$ cat src/rtl/wb_cmd_master.sv
// Command-to-Wishbone B4 master: one command in flight, issued as a single write or an incrementing read burst.
// Every ended beat (ack, err or timeout) returns exactly one response strobe.
module wb_cmd_master #(
    parameter int unsigned TIMEOUT = 255
) (
    input  logic        wb_clk_i,
    input  logic        wb_rst_i,
    input  logic        cmd_valid_i,
    output logic        cmd_ready_o,
    input  logic [31:0] cmd_adr_i,
    input  logic [31:0] cmd_dat_i,
    input  logic [3:0]  cmd_sel_i,
    input  logic        cmd_we_i,
    input  logic [3:0]  cmd_len_i,
    output logic        rsp_valid_o,
    output logic [31:0] rsp_dat_o,
    output logic        rsp_err_o,
    output logic        rsp_timeout_o,
    output logic        rsp_last_o,
    output logic        busy_o,
    output logic [31:0] wb_adr_o,
    output logic [31:0] wb_dat_o,
    output logic [3:0]  wb_sel_o,
    output logic        wb_we_o,
    output logic        wb_cyc_o,
    output logic        wb_stb_o,
    output logic [2:0]  wb_cti_o,
    output logic [1:0]  wb_bte_o,
    input  logic [31:0] wb_dat_i,
    input  logic        wb_ack_i,
    input  logic        wb_err_i
);

    typedef enum logic {
        IDLE = 1'b0,
        XFER = 1'b1
    } state_t;

    localparam logic [2:0]  CTI_CLASSIC = 3'b000;
    localparam logic [2:0]  CTI_INCR    = 3'b010;
    localparam logic [2:0]  CTI_END     = 3'b111;
    // The edge that would push the wait count to TIMEOUT is the one that ends the beat.
    localparam logic [15:0] TO_LAST     = 16'(TIMEOUT - 1);

    state_t      state;
    logic [15:0] to_cnt;
    logic [3:0]  beats_left;

    logic beat_err;
    logic beat_ack;
    logic beat_to;
    logic last_beat;

    function automatic logic [2:0] first_cti(input logic we, input logic [3:0] len);
        return (we || len == 4'd0) ? CTI_CLASSIC : CTI_INCR;
    endfunction

    function automatic logic [2:0] next_cti(input logic [3:0] left);
        return (left == 4'd1) ? CTI_END : CTI_INCR;
    endfunction

    // err outranks ack; either outranks a timeout landing on the same edge.
    assign beat_err  = wb_stb_o & wb_err_i;
    assign beat_ack  = wb_stb_o & wb_ack_i & ~wb_err_i;
    assign beat_to   = wb_stb_o & ~wb_ack_i & ~wb_err_i & (to_cnt == TO_LAST);
    assign last_beat = (beats_left == 4'd0);
    assign wb_bte_o  = 2'b00;

    always_ff @(posedge wb_clk_i or posedge wb_rst_i) begin
        if (wb_rst_i) begin
            state         <= IDLE;
            cmd_ready_o   <= 1'b0;
            busy_o        <= 1'b0;
            rsp_valid_o   <= 1'b0;
            rsp_dat_o     <= 32'd0;
            rsp_err_o     <= 1'b0;
            rsp_timeout_o <= 1'b0;
            rsp_last_o    <= 1'b0;
            wb_adr_o      <= 32'd0;
            wb_dat_o      <= 32'd0;
            wb_sel_o      <= 4'd0;
            wb_we_o       <= 1'b0;
            wb_cyc_o      <= 1'b0;
            wb_stb_o      <= 1'b0;
            wb_cti_o      <= CTI_CLASSIC;
            to_cnt        <= 16'd0;
            beats_left    <= 4'd0;
        end else begin
            rsp_valid_o   <= 1'b0;
            rsp_dat_o     <= 32'd0;
            rsp_err_o     <= 1'b0;
            rsp_timeout_o <= 1'b0;
            rsp_last_o    <= 1'b0;

            case (state)
                IDLE: begin
                    if (cmd_valid_i && cmd_ready_o) begin
                        state       <= XFER;
                        cmd_ready_o <= 1'b0;
                        busy_o      <= 1'b1;
                        wb_cyc_o    <= 1'b1;
                        wb_stb_o    <= 1'b1;
                        wb_adr_o    <= cmd_adr_i;
                        wb_dat_o    <= cmd_we_i ? cmd_dat_i : 32'd0;
                        wb_sel_o    <= cmd_sel_i;
                        wb_we_o     <= cmd_we_i;
                        wb_cti_o    <= first_cti(cmd_we_i, cmd_len_i);
                        beats_left  <= cmd_we_i ? 4'd0 : cmd_len_i;
                        to_cnt      <= 16'd0;
                    end else begin
                        cmd_ready_o <= 1'b1;
                    end
                end

                XFER: begin
                    if (beat_ack && !last_beat) begin
                        // Burst continues with no idle cycle between beats.
                        rsp_valid_o <= 1'b1;
                        rsp_dat_o   <= wb_we_o ? 32'd0 : wb_dat_i;
                        wb_adr_o    <= wb_adr_o + 32'd4;
                        wb_cti_o    <= next_cti(beats_left);
                        beats_left  <= beats_left - 4'd1;
                        to_cnt      <= 16'd0;
                    end else if (beat_ack || beat_err || beat_to) begin
                        state         <= IDLE;
                        cmd_ready_o   <= 1'b1;
                        busy_o        <= 1'b0;
                        wb_cyc_o      <= 1'b0;
                        wb_stb_o      <= 1'b0;
                        wb_cti_o      <= CTI_CLASSIC;
                        to_cnt        <= 16'd0;
                        rsp_valid_o   <= 1'b1;
                        rsp_dat_o     <= (beat_ack && !wb_we_o) ? wb_dat_i : 32'd0;
                        rsp_err_o     <= beat_err;
                        rsp_timeout_o <= beat_to;
                        rsp_last_o    <= 1'b1;
                    end else begin
                        to_cnt <= to_cnt + 16'd1;
                    end
                end

                default: state <= IDLE;
            endcase
        end
    end

endmodule

$ cat config.mk
export PLATFORM = sky130hd
export DESIGN_NAME = wb_cmd_master
export DESIGN_NICKNAME = d
export VERILOG_FILES = /design/src/rtl/wb_cmd_master.sv
export SDC_FILE = /design/constraint.sdc
export NUM_CORES = 1
export LEC_CHECK = 0
export CAP_MARGIN = 25
export CORE_ASPECT_RATIO = 1.4
export CORE_MARGIN = 2
export CORE_UTILIZATION = 30
export CTS_BUF_LIST = sky130_fd_sc_hd__clkbuf_16
export CTS_CLUSTER_DIAMETER = 40
export DETAILED_ROUTE_END_ITERATION = 8
export SLEW_MARGIN = 20
export SYNTH_ARGS = -nofsm -noshare
export SYNTH_HDL_FRONTEND = slang
export SYNTH_SLANG_ARGS = --single-unit
export TNS_END_PERCENT = 30
$ cat constraint.sdc
create_clock -name wb_clk_i -period 13 [get_ports wb_clk_i]
set_input_delay 3.9 -clock wb_clk_i [delete_from_list [all_inputs] [get_ports wb_clk_i]]
set_output_delay 3.9 -clock wb_clk_i [all_outputs]
set_load 0.01 [all_outputs]
==> flow_summary.ini <==
[synthesis]
syn_area_mm2 = 0.00626
synth.ff_latch_count = 130
syn_inst = 672
async_reset_ff_share_pct = 100
ys_seq_area_share_pct = 52.0
yosys_warnings = 0
synth-main-ff-cell = dfrtp_1
ys_types = 69
syn_area_per_cell_um2 = 9.31
synth_edf_count = 0

[sta]
final.period_utilization_pct = 44.2
slew_headroom_pct = 36.5
final-hold-violation-count = 0
drv_slew = 0
fmax_mhz = 174
finalCriticalPeriod_ns = 5.74
finClkSkew_ns = 0.00581
finalSetupViolations = 0
rsz0062_at_grt = false
setup_tns_ns = 0
worst_pin_slew_ns = 0.944

[clock_network]
holdBufCountCts = 0
clkTransAtPathRegs_ns = 0.06
clock_latency_ns = 0.43
cts_tree = done
cts_made_buffers = 17
clock-sinks = 130
clockBufferDepth = 2
cts_resized = 0
ctsRootBufferMaster = clkbuf_16
cts_setup_buffers = 0
cts_htree_levels = 4

[worst_setup_path]
worstPathArrival_ns = 6.04
cp_max_fo = 10
crit_type = in2reg
ff2ff_setup_slack_ns = 10.22
start_kind = primary input
critPathRequiredTime_ns = 13.30
cp-end-kind = flop

[finish]
antennaDiodeCount = 0
drive_gt1_share_pct = 6.19
syn2layout_area_growth_pct = 47.3
nFillCells = 2043
instances_no_fill = 1144
layout.nets = 990
multi_input_area_mm2 = 0.00274
seqCellArea_mm2 = 0.00325

[placed_design]
hpwl_mm = 14.2
io_buffers = 221
place_congestion = 0.784
dp_cells = 1111

[floorplan]
initial_core_util_pct = 30.6
fp.dieH_um = 175
die_area_mm2 = 0.0220
coreArea_mm2 = 0.0205
num_rows = 62
io_pins = 224
fp.dieW_um = 126

[run]
drv_cap = 0

[routing]
route.detailed.drc = 0
firstDrtPassIters = 5
routed_via_density = 5.11
wl_per_cell_um = 17.9
antenna_left = 0
wl_mm = 20.5
drt_iter0_markers = 517
vias = 5844

[worst_hold_path]
hp-class = reg2reg

[power_and_ir_drop]
p_leak_nw = 3.96
ir_drop_mv = 0.0774
power_density_mw_per_mm2 = 201
total_power_mw = 1.85

[grt]
antenna_found_initial = 0
grt-ovfl-total = 0
grt_max_degree = 85
grt_usage_pct = 18.5
grt_pass1_vias = 5809
grt_pass1_wl_mm = 32.0

[run_status]
status = completed
layer usage:
metal	track usage (%)	wire length [µm]	part of all wire (%)	up-vias
met5	0	0	0	-
met4	7.01	474	2.3	0
met3	4.87	1100	5.4	30
met2	31.9	10600	52	191
met1	22.1	8250	40	2817
li1	-	-	-	2806
worst max-delay path, stage by stage:
cell and delay [ns]:
clkdlybuf4s50_1 0.60, nand4b_1 0.47, nor2_1 0.60, o21ai_0 0.15
or3_1 0.32
synth_stat cells, types with 6 or more instances:
cell type | n | area, µm²
a21oi_1 | 29 | 145
a31oi_1 | 6 | 37.5
and2_1 | 39 | 244
and3_1 | 14 | 87.6
buf_2 | 7 | 35.0
clkbuf_1 | 30 | 113
dfrtp_1 | 130 | 3250
inv_1 | 17 | 63.8
nand2_1 | 127 | 477
nand3_1 | 56 | 280
nand4_1 | 18 | 113
nor2_1 | 27 | 101
nor3_1 | 16 | 80.1
o21ai_0 | 26 | 130
or3_1 | 7 | 43.8
xor2_1 | 6 | 52.6
sequential cells by signal, indices dropped and copies added (netlist names), 2 cells and up:
name	cells
beats_left	4
wb_sel_o	4
wb_dat_o	32
wb_cti_o	2
wb_adr_o	32
rsp_dat_o	32
to_cnt	16
final timing paths:
| path | to | cells past startpoint | startpoint |
|---|---|---|---|
| worst max-delay path | wb_adr_o[19] | 5 | wb_ack_i |
| worst min-delay path | wb_dat_o[24] | 2 | wb_dat_o[24] |
| worst max register to register | to_cnt[4] | 5 | state |
| worst min register to register | wb_dat_o[24] | 2 | wb_dat_o[24] |
| max in group asynchronous | state | 3 | wb_rst_i |
| min in group asynchronous | rsp_dat_o[30] | 2 | wb_rst_i |
per-stage QoR:
stage	worst slack, ns	hold slack (ns)	instance area [µm²]	utilization (%)
2_1_floorplan	5.63	0.497	6260	-
3_3_place_gp	6.93	0.449	8650	42.3
4_1_cts	7.31	0.468	9210	45.0
6_report	7.26	0.461	9220	45.0
5_1_grt	7.02	0.488	9220	45.0
3_5_place_dp	6.84	0.454	8650	42.3
cell families (layout without fill, tap and decap cells):
| kind of cell | count (synthesis) | count (layout) | synth area share [%] |
|---|---|---|---|
| AO/OA/AOI/OAI | 126 | 126 | 13.8 |
| flip-flops | 130 | 130 | 52.0 |
| adder cells (fa/ha/maj) | 5 | 5 | 1.00 |
| XOR/XNOR | 6 | 6 | 0.840 |
| other | 1 | 2 | 0.0599 |
| multiplexers | 4 | 4 | 0.640 |
| AND/OR/NAND/NOR | 336 | 336 | 27.3 |
| buffers and inverters | 64 | 279 | 4.40 |
placed cells by master, fill, tap and decap left out, types with 5 or more instances in the layout:
cell type,instances
xor2_1,6
o21ai_0,25
and3_1,14
and4_1,5
and2_1,39
nand2_1,127
o211ai_1,5
a22oi_1,5
nor2_1,27
inv_1,17
a21oi_1,28
ha_1,5
a211oi_1,5
clkdlybuf4s50_1,221
nand4_1,18
o22ai_1,5
buf_4,8
nand3_1,56
a31oi_1,6
clkbuf_16,17
dfrtp_1,129
nor3_1,16
or3_1,7
inv_6,7
cell type report:
class,instances,share of cell area [%]
inverter,17,0.746
timing repair buffer,230,24.7
tap,256,3.47
sequential,130,35.3
multi-input combinational,479,29.7
clock inverter,15,1.44
clock buffer,17,4.61
report_power, final:
part	internal, mW	total, mW	switching (mW)
logic	0.358	0.747	0.389
registers	0.522	0.645	0.123
clock network	0.264	0.458	0.194
(Power assumes the default switching activity.)
